--- src/rtl/lsu_split_access_pkg.sv ---
// Shared LSU definitions: funct3 encodings, FSM state type, access-size and legality helpers.
package lsu_pkg;

  localparam logic [2:0] F3_B  = 3'b000;
  localparam logic [2:0] F3_H  = 3'b001;
  localparam logic [2:0] F3_W  = 3'b010;
  localparam logic [2:0] F3_D  = 3'b011;
  localparam logic [2:0] F3_BU = 3'b100;
  localparam logic [2:0] F3_HU = 3'b101;
  localparam logic [2:0] F3_WU = 3'b110;

  typedef enum logic [2:0] {
    IDLE   = 3'd0,
    ISSUE0 = 3'd1,
    WAIT0  = 3'd2,
    ISSUE1 = 3'd3,
    WAIT1  = 3'd4,
    RESP   = 3'd5
  } lsu_state_e;

  // Access size in bytes for a funct3 encoding.
  function automatic logic [3:0] access_bytes(input logic [2:0] funct3);
    case (funct3)
      F3_B, F3_BU: access_bytes = 4'd1;
      F3_H, F3_HU: access_bytes = 4'd2;
      F3_W, F3_WU: access_bytes = 4'd4;
      default:     access_bytes = 4'd8;
    endcase
  endfunction

  // Doubleword and unsigned-word accesses exist only on a 64-bit bus; lwu has no store form.
  function automatic logic funct3_legal(input logic [2:0] funct3, input logic we,
                                        input int unsigned data_w);
    case (funct3)
      F3_B, F3_H, F3_W, F3_BU, F3_HU: funct3_legal = 1'b1;
      F3_D:    funct3_legal = (data_w == 64);
      F3_WU:   funct3_legal = (data_w == 64) && !we;
      default: funct3_legal = 1'b0;
    endcase
  endfunction

endpackage

--- src/rtl/lsu_split_access_if.sv ---
// Core request/response and data-memory port bundle for the LSU.
interface lsu_split_access_if #(
  parameter int unsigned DATA_W = 32,
  parameter int unsigned ADDR_W = 32
);
  localparam int unsigned WB = DATA_W / 8;

  logic              req_valid;
  logic              req_ready;
  logic              req_we;
  logic [2:0]        req_funct3;
  logic [ADDR_W-1:0] req_addr;
  logic [DATA_W-1:0] req_wdata;
  logic              rsp_valid;
  logic [DATA_W-1:0] rsp_rdata;
  logic              rsp_fault;
  logic              mem_req;
  logic              mem_gnt;
  logic              mem_we;
  logic [ADDR_W-1:0] mem_addr;
  logic [WB-1:0]     mem_be;
  logic [DATA_W-1:0] mem_wdata;
  logic              mem_rvalid;
  logic [DATA_W-1:0] mem_rdata;

  modport slave (
    input  req_valid, req_we, req_funct3, req_addr, req_wdata,
    input  mem_gnt, mem_rvalid, mem_rdata,
    output req_ready, rsp_valid, rsp_rdata, rsp_fault,
    output mem_req, mem_we, mem_addr, mem_be, mem_wdata
  );

  modport master (
    output req_valid, req_we, req_funct3, req_addr, req_wdata,
    output mem_gnt, mem_rvalid, mem_rdata,
    input  req_ready, rsp_valid, rsp_rdata, rsp_fault,
    input  mem_req, mem_we, mem_addr, mem_be, mem_wdata
  );
endinterface

--- src/rtl/lsu_split_access_lane_align.sv ---
// Byte-lane steering across a two-beat window: byte enables, shifted store data, merged/extended load.
module lsu_lane_align
  import lsu_pkg::*;
#(
  parameter int unsigned DATA_W = 32,
  localparam int unsigned WB    = DATA_W / 8,
  localparam int unsigned OFF_W = $clog2(WB)
) (
  input  logic [OFF_W-1:0]  i_off,
  input  logic [2:0]        i_funct3,
  input  logic [DATA_W-1:0] i_wdata,
  input  logic [DATA_W-1:0] i_beat0,
  input  logic [DATA_W-1:0] i_beat1,
  output logic [WB-1:0]     o_be0,
  output logic [WB-1:0]     o_be1,
  output logic [DATA_W-1:0] o_wdata0,
  output logic [DATA_W-1:0] o_wdata1,
  output logic [DATA_W-1:0] o_load
);
  logic [3:0]          w_size;
  logic [2*WB-1:0]     w_mask;
  logic [2*DATA_W-1:0] w_wshift;
  logic [DATA_W-1:0]   w_merged;

  assign w_size   = access_bytes(i_funct3);
  assign w_mask   = (((2*WB)'(1) << w_size) - (2*WB)'(1)) << i_off;
  assign w_wshift = {DATA_W'(0), i_wdata} << {i_off, 3'b000};
  assign w_merged = DATA_W'({i_beat1, i_beat0} >> {i_off, 3'b000});

  assign o_be0    = w_mask[WB-1:0];
  assign o_be1    = w_mask[2*WB-1:WB];
  assign o_wdata0 = w_wshift[DATA_W-1:0];
  assign o_wdata1 = w_wshift[2*DATA_W-1:DATA_W];

  always_comb begin
    o_load = w_merged;
    case (i_funct3)
      F3_B:    o_load = DATA_W'($signed(w_merged[7:0]));
      F3_H:    o_load = DATA_W'($signed(w_merged[15:0]));
      F3_W:    o_load = DATA_W'($signed(w_merged[31:0]));
      F3_BU:   o_load = DATA_W'(w_merged[7:0]);
      F3_HU:   o_load = DATA_W'(w_merged[15:0]);
      F3_WU:   o_load = DATA_W'(w_merged[31:0]);
      default: o_load = w_merged;
    endcase
  end
endmodule

--- src/rtl/lsu_split_access.sv ---
// Sequential LSU owning the data-memory handshake; one outstanding request.
// LSU_MISALIGNED_EN: split word-crossing accesses into two beats; otherwise misaligned accesses fault.
module lsu_split_access
  import lsu_pkg::*;
#(
  parameter int unsigned DATA_W = 32,
  parameter int unsigned ADDR_W = 32
) (
  input logic              clk,
  input logic              rst_n,
  lsu_split_access_if.slave bus
);
  localparam int unsigned WB    = DATA_W / 8;
  localparam int unsigned OFF_W = $clog2(WB);

  lsu_state_e        r_state;
  logic              r_we;
  logic [2:0]        r_funct3;
  logic [OFF_W-1:0]  r_off;
  logic [DATA_W-1:0] r_wdata;
  logic [DATA_W-1:0] r_beat0;
  logic              r_req_ready;
  logic              r_rsp_valid;
  logic [DATA_W-1:0] r_rsp_rdata;
  logic              r_rsp_fault;
  logic              r_mem_req;
  logic              r_mem_we;
  logic [ADDR_W-1:0] r_mem_addr;
  logic [WB-1:0]     r_mem_be;
  logic [DATA_W-1:0] r_mem_wdata;

  logic              w_idle;
  logic [OFF_W-1:0]  w_in_off;
  logic [3:0]        w_size;
  logic              w_legal;
  logic [ADDR_W-1:0] w_base_in;
  logic [OFF_W-1:0]  w_off;
  logic [2:0]        w_funct3;
  logic [DATA_W-1:0] w_wdata;
  logic [DATA_W-1:0] w_beat0;
  logic [DATA_W-1:0] w_beat1;
  logic [WB-1:0]     w_be0;
  logic [WB-1:0]     w_be1;
  logic [DATA_W-1:0] w_wdata0;
  logic [DATA_W-1:0] w_wdata1;
  logic [DATA_W-1:0] w_load;
  logic              w_reject;

  assign w_idle    = (r_state == IDLE);
  assign w_in_off  = bus.req_addr[OFF_W-1:0];
  assign w_size    = access_bytes(bus.req_funct3);
  assign w_legal   = funct3_legal(bus.req_funct3, bus.req_we, DATA_W);
  assign w_base_in = {bus.req_addr[ADDR_W-1:OFF_W], OFF_W'(0)};

  // The aligner sees the incoming request in IDLE and the captured one afterwards.
  assign w_off    = w_idle ? w_in_off : r_off;
  assign w_funct3 = w_idle ? bus.req_funct3 : r_funct3;
  assign w_wdata  = w_idle ? bus.req_wdata : r_wdata;
  assign w_beat0  = (r_state == WAIT0) ? bus.mem_rdata : r_beat0;

`ifdef LSU_MISALIGNED_EN
  logic [ADDR_W-1:0] r_base;
  logic [DATA_W-1:0] r_beat1;
  logic              r_split;
  logic              w_split_in;

  assign w_split_in = (5'(w_in_off) + 5'(w_size)) > 5'(WB);
  assign w_beat1    = (r_state == WAIT1) ? bus.mem_rdata : r_beat1;
  assign w_reject   = !w_legal;
`else
  logic w_misal;
  logic w_unused;

  assign w_misal  = (4'(w_in_off) & (w_size - 4'd1)) != 4'd0;
  assign w_beat1  = '0;
  assign w_reject = !w_legal || w_misal;
  assign w_unused = ^{w_be1, w_wdata1};
`endif

  lsu_lane_align #(.DATA_W(DATA_W)) u_align (
    .i_off    (w_off),
    .i_funct3 (w_funct3),
    .i_wdata  (w_wdata),
    .i_beat0  (w_beat0),
    .i_beat1  (w_beat1),
    .o_be0    (w_be0),
    .o_be1    (w_be1),
    .o_wdata0 (w_wdata0),
    .o_wdata1 (w_wdata1),
    .o_load   (w_load)
  );

  // Control FSM; every output is registered and updated alongside the state.
  always_ff @(posedge clk or negedge rst_n) begin
    if (!rst_n) begin
      r_state     <= IDLE;
      r_we        <= 1'b0;
      r_funct3    <= '0;
      r_off       <= '0;
      r_wdata     <= '0;
      r_beat0     <= '0;
      r_req_ready <= 1'b1;
      r_rsp_valid <= 1'b0;
      r_rsp_rdata <= '0;
      r_rsp_fault <= 1'b0;
      r_mem_req   <= 1'b0;
      r_mem_we    <= 1'b0;
      r_mem_addr  <= '0;
      r_mem_be    <= '0;
      r_mem_wdata <= '0;
`ifdef LSU_MISALIGNED_EN
      r_base      <= '0;
      r_beat1     <= '0;
      r_split     <= 1'b0;
`endif
    end else begin
      case (r_state)
        IDLE: begin
          if (bus.req_valid && r_req_ready) begin
            r_we        <= bus.req_we;
            r_funct3    <= bus.req_funct3;
            r_off       <= w_in_off;
            r_wdata     <= bus.req_wdata;
            r_req_ready <= 1'b0;
`ifdef LSU_MISALIGNED_EN
            r_base      <= w_base_in;
            r_split     <= w_split_in;
`endif
            if (w_reject) begin
              r_state     <= RESP;
              r_rsp_valid <= 1'b1;
              r_rsp_fault <= 1'b1;
              r_rsp_rdata <= '0;
            end else begin
              r_state     <= ISSUE0;
              r_mem_req   <= 1'b1;
              r_mem_we    <= bus.req_we;
              r_mem_addr  <= w_base_in;
              r_mem_be    <= w_be0;
              r_mem_wdata <= w_wdata0;
            end
          end
        end
        ISSUE0: begin
          if (bus.mem_gnt) begin
            r_state     <= WAIT0;
            r_mem_req   <= 1'b0;
            r_mem_we    <= 1'b0;
            r_mem_addr  <= '0;
            r_mem_be    <= '0;
            r_mem_wdata <= '0;
          end
        end
        WAIT0: begin
          if (bus.mem_rvalid) begin
            r_beat0 <= bus.mem_rdata;
`ifdef LSU_MISALIGNED_EN
            if (r_split) begin
              r_state     <= ISSUE1;
              r_mem_req   <= 1'b1;
              r_mem_we    <= r_we;
              r_mem_addr  <= r_base + ADDR_W'(WB);
              r_mem_be    <= w_be1;
              r_mem_wdata <= w_wdata1;
            end else
`endif
            begin
              r_state     <= RESP;
              r_rsp_valid <= 1'b1;
              r_rsp_fault <= 1'b0;
              r_rsp_rdata <= r_we ? '0 : w_load;
            end
          end
        end
`ifdef LSU_MISALIGNED_EN
        ISSUE1: begin
          if (bus.mem_gnt) begin
            r_state     <= WAIT1;
            r_mem_req   <= 1'b0;
            r_mem_we    <= 1'b0;
            r_mem_addr  <= '0;
            r_mem_be    <= '0;
            r_mem_wdata <= '0;
          end
        end
        WAIT1: begin
          if (bus.mem_rvalid) begin
            r_beat1     <= bus.mem_rdata;
            r_state     <= RESP;
            r_rsp_valid <= 1'b1;
            r_rsp_fault <= 1'b0;
            r_rsp_rdata <= r_we ? '0 : w_load;
          end
        end
`endif
        RESP: begin
          r_state     <= IDLE;
          r_rsp_valid <= 1'b0;
          r_rsp_fault <= 1'b0;
          r_rsp_rdata <= '0;
          r_req_ready <= 1'b1;
        end
        default: begin
          r_state     <= IDLE;
          r_req_ready <= 1'b1;
        end
      endcase
    end
  end

  assign bus.req_ready = r_req_ready;
  assign bus.rsp_valid = r_rsp_valid;
  assign bus.rsp_rdata = r_rsp_rdata;
  assign bus.rsp_fault = r_rsp_fault;
  assign bus.mem_req   = r_mem_req;
  assign bus.mem_we    = r_mem_we;
  assign bus.mem_addr  = r_mem_addr;
  assign bus.mem_be    = r_mem_be;
  assign bus.mem_wdata = r_mem_wdata;
endmodule
--- src/flat_wrapper.sv ---
// flat-port wrapper written by rule: the top's interface ports become plain ports
module lsu_split_access_flat import lsu_pkg::*;
#(
  parameter int unsigned DATA_W = 32,
  parameter int unsigned ADDR_W = 32
)
  (clk, rst_n, bus_req_valid, bus_req_we, bus_req_funct3, bus_req_addr, bus_req_wdata, bus_mem_gnt, bus_mem_rvalid, bus_mem_rdata, bus_req_ready, bus_rsp_valid, bus_rsp_rdata, bus_rsp_fault, bus_mem_req, bus_mem_we, bus_mem_addr, bus_mem_be, bus_mem_wdata);
  lsu_split_access_if #(.DATA_W(DATA_W), .ADDR_W(ADDR_W)) bus_i ();
  input logic clk;
  input logic rst_n;
  input wire logic [$bits(bus_i.req_valid)-1:0] bus_req_valid;
  input wire logic [$bits(bus_i.req_we)-1:0] bus_req_we;
  input wire logic [$bits(bus_i.req_funct3)-1:0] bus_req_funct3;
  input wire logic [$bits(bus_i.req_addr)-1:0] bus_req_addr;
  input wire logic [$bits(bus_i.req_wdata)-1:0] bus_req_wdata;
  input wire logic [$bits(bus_i.mem_gnt)-1:0] bus_mem_gnt;
  input wire logic [$bits(bus_i.mem_rvalid)-1:0] bus_mem_rvalid;
  input wire logic [$bits(bus_i.mem_rdata)-1:0] bus_mem_rdata;
  output wire logic [$bits(bus_i.req_ready)-1:0] bus_req_ready;
  output wire logic [$bits(bus_i.rsp_valid)-1:0] bus_rsp_valid;
  output wire logic [$bits(bus_i.rsp_rdata)-1:0] bus_rsp_rdata;
  output wire logic [$bits(bus_i.rsp_fault)-1:0] bus_rsp_fault;
  output wire logic [$bits(bus_i.mem_req)-1:0] bus_mem_req;
  output wire logic [$bits(bus_i.mem_we)-1:0] bus_mem_we;
  output wire logic [$bits(bus_i.mem_addr)-1:0] bus_mem_addr;
  output wire logic [$bits(bus_i.mem_be)-1:0] bus_mem_be;
  output wire logic [$bits(bus_i.mem_wdata)-1:0] bus_mem_wdata;
  assign bus_i.req_valid = bus_req_valid;
  assign bus_i.req_we = bus_req_we;
  assign bus_i.req_funct3 = bus_req_funct3;
  assign bus_i.req_addr = bus_req_addr;
  assign bus_i.req_wdata = bus_req_wdata;
  assign bus_i.mem_gnt = bus_mem_gnt;
  assign bus_i.mem_rvalid = bus_mem_rvalid;
  assign bus_i.mem_rdata = bus_mem_rdata;
  assign bus_req_ready = bus_i.req_ready;
  assign bus_rsp_valid = bus_i.rsp_valid;
  assign bus_rsp_rdata = bus_i.rsp_rdata;
  assign bus_rsp_fault = bus_i.rsp_fault;
  assign bus_mem_req = bus_i.mem_req;
  assign bus_mem_we = bus_i.mem_we;
  assign bus_mem_addr = bus_i.mem_addr;
  assign bus_mem_be = bus_i.mem_be;
  assign bus_mem_wdata = bus_i.mem_wdata;
  lsu_split_access #(.DATA_W(DATA_W), .ADDR_W(ADDR_W)) u_core (.clk(clk), .rst_n(rst_n), .bus(bus_i));
endmodule
--- config.mk ---
export PLATFORM = sky130hd
export DESIGN_NAME = lsu_split_access_flat
export DESIGN_NICKNAME = d
export VERILOG_FILES = /design/src/rtl/lsu_split_access_pkg.sv /design/src/rtl/lsu_split_access_if.sv /design/src/rtl/lsu_split_access_lane_align.sv /design/src/rtl/lsu_split_access.sv /design/src/flat_wrapper.sv
export SDC_FILE = /design/constraint.sdc
export NUM_CORES = 1
export LEC_CHECK = 0
export CAP_MARGIN = 20
export CORE_MARGIN = 8
export CORE_UTILIZATION = 43
export DETAILED_ROUTE_END_ITERATION = 10
export GPL_TIMING_DRIVEN = 0
export HOLD_SLACK_MARGIN = 0.12
export PLACE_DENSITY = 0.72
export RECOVER_POWER = 50
export SETUP_SLACK_MARGIN = 0.1
export SLEW_MARGIN = 40
export SYNTH_ARGS = -nofsm -noshare
export SYNTH_HDL_FRONTEND = slang
export SYNTH_SLANG_ARGS = --single-unit
--- constraint.sdc ---
create_clock -name clk -period 2.95 [get_ports clk]
set_clock_uncertainty 0.05 [all_clocks]
set_input_delay 0.295 -clock clk [delete_from_list [all_inputs] [get_ports clk]]
set_output_delay 0.295 -clock clk [all_outputs]
set_load 0.02 [all_outputs]
==> run metrics, run 1 <==
slowest stage cell, crit path=clkbuf_1; clk root buf=clkbuf_16; static leakage=5.321 nW; unrepaired setup endpoints after global routing=no; FMAX=374.3 MHz; syn_area_per_cell=11.67 µm²; vias in the first global route=7135; Most Frequent Cell on Critical Path=buf_6; Met2 Routed Length=between 10000 and 15000 µm; most common cell after layout, fill and taps aside=dfrtp_1; startpoint types=flop; buffers and inverters on the worst path=4; Seq/Total Area, Yosys=50.84%; min Tclk post-route=between 2000 and 3000 ps; Clock H-tree levels=4; cell count after synthesis=713; Initial Util=43.32%; count of cell types in the netlist=54; routability cong.=~0.88; #FFs+latches synth=169; Layout Nets=1050; row count=51; initial antenna violation count=0; CTS clk-pin slew, worst paths=around 80 ps; Worst Path Max Fanout=10; Top Ports=210; chip height=155.1 µm; Chip Width=~160 µm; # setup viols final=0; Post-DP HPWL=19670 µm; routed vias=6925; DRT Pass-1 Iters=5; Die Footprint=24060 µm²; WHS=roughly 400 ps; P&R area growth vs syn=37.11%; Worst VDD drop=approximately 0.00039 V; Tot GR Track Use=~22%; Max Cap Viol=1; Setup Crit Path Kind=flop to flop; CP cell instances=buf_6 -> nor3_4 -> buf_6 -> buf_2 -> clkbuf_1 -> nand2_1 -> o211ai_1 -> o21ai_0 -> a22o_1; DP Worst Slack=-452.3 ps; Hold Crit Start=bus_req_addr[31]; Slew headroom=-4.826%; final WL=around 27000 µm; Crit path max-delay family=buffers and inverters; Hold Crit Class=input port to flop; data arrival time of the critical path=2950 ps; outcome=finished, violations left; most frequent cells in the layout=dfrtp_1 (168), clkdlybuf4s50_1 (159), mux2_2 (91); highest routed layer=met4; drt first-iter violations=approximately 440; Final period util=slightly above 90%; Clock Latency Late Sink=430 ps; vias per inst=roughly 5.7; reg2reg start=u_core.r_state[2]; met3 WL post-DR=roughly 1800 µm; failing checks=capacitance limit, slew limit; grt total ovfl=0; Cell Area, Synth=8320 µm²; area post-placement=10780 µm²; Worst Setup SP=u_core.r_state[2]; final setup margin=about 280 ps; TritonCTS clock tree=yes; port buffer count=a little over 200; Ys Warns=0; worst path required time=~3200 ps; max-slew violations=63; Final Cell Area=~11000 µm²; CP endpoint kind=flop; PwrDens=between 400 and 500 nW/µm²; CTS Buffer Depth=2; core area=between 15000 and 20000 µm²; layout cell share with drive strength beyond 1=~18%; ANT cells=0; worst slew pin tran=around 1600 ps; antenna viol nets, final=0; CP max stage delay=~490 ps; WL per Instance=~22 µm; global-route wire length before repair=41150 µm; largest net degree at the start of global routing=72; final hold vios=0; Metal-1 WL=~11000 µm; total CTS buffers=17; Post-route DRC=0; CTS sink cnt=roughly 170
[Yosys cell counts, drive strengths merged]
master | instances | area (µm²)
o22ai | 9 | 62.56
and4 | 1 | 11.26
a211oi | 17 | 127.6
nand2b | 3 | 18.77
and2b | 1 | 7.510
nor2 | 43 | 168.9
o21bai | 2 | 26.28
a22oi | 9 | 72.57
clkbuf | 29 | 108.9
nand2 | 42 | 157.7
a31oi | 1 | 6.260
conb | 1 | 3.750
nor3b | 1 | 18.77
nand3 | 2 | 10.01
a21o | 2 | 15.01
a22o | 55 | 481.7
a221o | 8 | 80.08
and3 | 2 | 12.51
nor3 | 5 | 41.29
and2 | 1 | 6.260
o2bb2ai | 7 | 61.31
mux2 | 99 | 1119
a21oi | 35 | 175.2
inv | 1 | 3.750
o21ai | 39 | 195.2
buf | 30 | 170.2
o211ai | 8 | 65.06
nor2b | 9 | 56.30
dfstp | 1 | 26.28
dfrtp | 168 | 4204
o41ai | 1 | 8.760
a211o | 7 | 61.31
nor4b | 1 | 8.760
and3b | 1 | 8.760
nand3b | 2 | 15.01
nor4 | 2 | 12.51
o31ai | 2 | 15.01
a32o | 3 | 30.03
mux2i | 63 | 646.9
[sequential cells by signal (all words and copies together), names as in the netlist]
| name | cells |
|---|---|
| u_core.bus.mem_addr | 30 |
| u_core.bus.mem_be | 4 |
| u_core.bus.mem_req | 1 |
| u_core.bus.mem_wdata | 32 |
| u_core.bus.mem_we | 1 |
| u_core.bus.req_ready | 1 |
| u_core.bus.rsp_fault | 1 |
| u_core.bus.rsp_rdata | 32 |
| u_core.bus.rsp_valid | 1 |
| u_core.r_beat0 | 25 |
| u_core.r_funct3 | 3 |
| u_core.r_off | 2 |
| u_core.r_state | 3 |
| u_core.r_wdata | 32 |
| u_core.r_we | 1 |
[worst reg2reg max path: cells and delay by family (launching register included)]
kind	cells	cell delay (ps)
flops	1	390
compound gates	3	590
simple gates	2	450
buf+inv	4	1100
[path summary, 6_finish.rpt]
check	end	slack (ps)	cells after the start
worst max-delay path	u_core.bus.mem_wdata[25]	280	9
worst min-delay path	u_core.bus.mem_addr[31]	400	2
worst max register to register	u_core.bus.mem_wdata[25]	280	9
worst min register to register	u_core.bus.mem_be[0]	430	2
max in group asynchronous	u_core.r_wdata[4]	760	4
min in group asynchronous	u_core.r_beat0[27]	760	2
[stage by stage]
step | cells | power [W] | utilization, % | TNS [ps]
finish | 1223 | 0.004985 | 59.40 | 0
floorplan | 714 | 0.002501 | - | 0
global route | 1223 | 0.005140 | 59.40 | 0
detailed placement | 1188 | 0.002778 | 56.13 | -8645
CTS | 1221 | 0.005010 | 59.27 | 0
global placement | 1186 | 0.002768 | 55.85 | -961810
[routing by layer]
metal	GRT usage [%]	vias to the layer above
met5	0	-
met4	11.06	0
met3	4.521	63
met2	35.90	322
met1	28.06	3424
li1	-	3116
[layout make-up]
type,instances,area (µm²)
well taps,265,331.6
multi-input cells,485,3821
inverters,1,3.754
fillers,1589,7799
plain buffers,59,285.3
clock buffers,18,439.2
repair buffers,212,2152
clock inverters,14,145.1
flip-flops and latches,169,4230
[cells by family after synthesis]
kind of cell	Yosys count	share of synthesized area, %
other cells	1	0.04507
buf+inv	60	3.398
flops	169	50.84
simple gates	116	6.662
mux	162	21.22
compound gates	205	17.83
[repair_timing]
item | 4_1_cts | 5_1_grt
hold buffers | 1 | 0
endpoints found under the setup margin | 12 | 23
endpoints found under the hold margin | 62 | 0
buffers inserted | 0 | 2
pin swaps | 0 | 0
resized for setup | 3 | 7
[power breakdown]
group	switching [W]	internal [W]	total, W
combinational	0.000216	0.000209	0.000425
clock	0.00109	0.00116	0.00224
sequential	0	0.00232	0.00232
(Power assumes the default switching activity.)
==> run 2: changes to the inputs <==
Settings changed: SLEW_MARGIN 40 to 20.
==> run 2 against run 1 <==
Effect of this change:
- the flow now finishes without violations
- final cell count did not move
- fmax fell by 0.86%
- hold slack got worse by 5.0 ps
- die area unchanged
- non-clock buffer count unchanged
- sequential cell count is the same
- sequential share of layout area grew 0.053 points
- sequential power about the same
- critical path depth unchanged
- clock power about the same
- first-iteration DRC count rose by 5.2%
- critical endpoint unchanged
- largest cell class unchanged
==> run metrics, run 2 (synthesis gave the netlist of run 1 again) <==
Post-route DRC=0 (unchanged); WHS=397.7 ps (-4.963 ps); Final period util=91.35% (+0.79 points); max-slew violations=0 (-100%); WL per Instance=21.85 µm (-0.47%); DRT Pass-1 Iters=5 (unchanged); Die Footprint=24060 µm² (unchanged); most common cell after layout, fill and taps aside=dfrtp_1; grt total ovfl=0 (unchanged); vias in the first global route=7145 (+0.14%); antenna viol nets, final=0 (unchanged); Hold EP=u_core.bus.mem_addr[31]; min Tclk post-route=2695 ps (+23.21 ps); PwrDens=434.7 nW/µm² (-0.52%); startpoint types=flop; Worst Setup SP=u_core.r_state[2]; clk root buf=clkbuf_16; drt first-iter violations=466 (+5.2%); row count=51 (unchanged); TritonCTS clock tree=yes; chip height=155.1 µm (unchanged); routability cong.=0.8765 (unchanged); final WL=26720 µm (-0.47%); Worst Reg2Reg Path Length in Cells=9 (unchanged); vias per inst=5.618 (-0.78%); Multi-input gate area=3827 µm² (+0.16%); Tot GR Track Use=22.38% (+0.13 points); layout cell share with drive strength beyond 1=17.75% (-0.10 points); worst slew pin tran=1248 ps (-324.4 ps); Top Ports=210 (unchanged); CTS sink cnt=169 (unchanged); # setup viols final=0 (unchanged); core area=19210 µm² (unchanged); initial antenna violation count=0 (unchanged); fillcell total=1596 (+0.44%); Hold Crit Class=input port to flop; FMAX=371.1 MHz (-0.86%); Clock Latency Late Sink=430 ps (about the same); Clock H-tree levels=4 (unchanged); CP endpoint kind=flop; routed vias=6871 (-0.78%); largest net degree at the start of global routing=81 (+13%); CTS clk-pin slew, worst paths=80 ps (about the same); global-route wire length before repair=41290 µm (+0.34%); final hold vios=0 (unchanged); P&R area growth vs syn=36.92%; Hold Crit Start=bus_req_addr[31]; total CTS buffers=17 (unchanged); Post-DP HPWL=19590 µm (-0.42%); Initial Util=43.32% (unchanged); R2R Setup Slk=260 ps (-20 ps); Chip Width=155.1 µm (unchanged); data arrival time of the critical path=2980 ps (+30 ps); Sequential Area=4230 µm² (unchanged); most frequent cells in the layout=dfrtp_1 (168), clkdlybuf4s50_1 (159), mux2_2 (91); worst path required time=3230 ps (about the same); reg2reg start=u_core.r_state[2]; r2r endpoint=u_core.bus.mem_wdata[25]; ANT cells=0 (unchanged); Worst Path Max Fanout=10 (unchanged); unrepaired setup endpoints after global routing=no; outcome=finished, final reports clean; port buffer count=207 (unchanged); static leakage=5.307 nW (-0.26%); hold path cells=2 (unchanged); Tot Pwr=0.004952 W (-0.66%); Slew headroom=16.80% (+22 points); CTS Buffer Depth=2 (unchanged); Setup Crit Path Kind=flop to flop; Layout Nets=1050 (unchanged); Worst VDD drop=0.0003939 V (+0.78%); Max Cap Viol=0 (-1)
[run 2: cell count changes in the layout (fill, tap and decap cells not counted)]
cell | previous run | this run
buf_1 | 7 | 8
buf_12 | 2 | 1
buf_6 | 4 | 5
clkbuf_1 | 25 | 26
clkbuf_2 | 6 | 4
clkbuf_8 | 1 | 0
clkinv_2 | 0 | 1
inv_6 | 5 | 6
inv_8 | 6 | 5
nor4_1 | 2 | 1
nor4_2 | 0 | 1
[run 2: cell type report]
cell class	count	share of cell area (%)
flip-flops and latches	169	37.13
inverters	1	0.03295
plain buffers	59	2.493
multi-input cells	485	33.60
well taps	265	2.910
repair buffers	212	18.80
clock buffers	17	3.734
clock inverters	15	1.296
[run 2: metal layers]
| layer | share of wire (%) | vias to the layer above | GRT usage (%) | wire length (µm) |
|---|---|---|---|---|
| li1 | - | 3117 | - | - |
| met1 | 42 | 3401 | 28.18 | 11300 |
| met2 | 48 | 294 | 36.36 | 12840 |
| met3 | 6.4 | 59 | 4.716 | 1703 |
| met4 | 3.3 | 0 | 10.36 | 878 |
| met5 | 0 | - | 0 | 0 |
[run 2: worst max-delay path by stage]
| stage | end | slack [ps] | cells past startpoint |
|---|---|---|---|
| detailed placement | u_core.bus.mem_wdata[4] | -450 | 10 |
| global placement | u_core.bus.mem_addr[31] | -5680 | 1 |
| CTS | u_core.bus.mem_wdata[4] | 110 | 7 |
| global route | u_core.bus.mem_wdata[4] | 140 | 10 |
| finish | u_core.bus.mem_wdata[25] | 260 | 9 |
| floorplan | u_core.bus.rsp_rdata[9] | 700 | 8 |
[run 2: timing repair]
action	CTS	global route
resized for setup	3	8
cloned	0	0
buffers inserted	0	2
hold endpoints to repair	98	0
endpoints found under the setup margin	12	26
hold buffers	1	0
[run 2: per-stage QoR]
step                      TNS (ps)  utilization [%]  worst slack (ps)  cells  instance area [µm²]
after detailed placement     -8639            56.17            -452.3   1188                10790
after CTS                        0            59.25             113.2   1221                11380
after global placement     -961810            55.85             -5677   1186                10730
after floorplan                  0                -             698.2    714                 8324
final                            0            59.31             255.2   1223                11390
after global routing             0            59.31             138.3   1223                11390
[run 2: report_power, final]
group	internal (W)	total [W]	switching, W
clock network	0.00113	0.00221	0.00108
registers	0.00232	0.00232	0
logic	0.000207	0.000423	0.000216
total	0.00365	0.00495	0.00130
[run 2: worst max-delay path: stages (launching register included)]
cell	delay, ps
dfrtp_1	380
buf_6	150
nor3_4	340
buf_6	210
buf_2	250
clkbuf_1	510
nand2_1	100
o211ai_1	200
o21ai_0	170
a22o_1	220
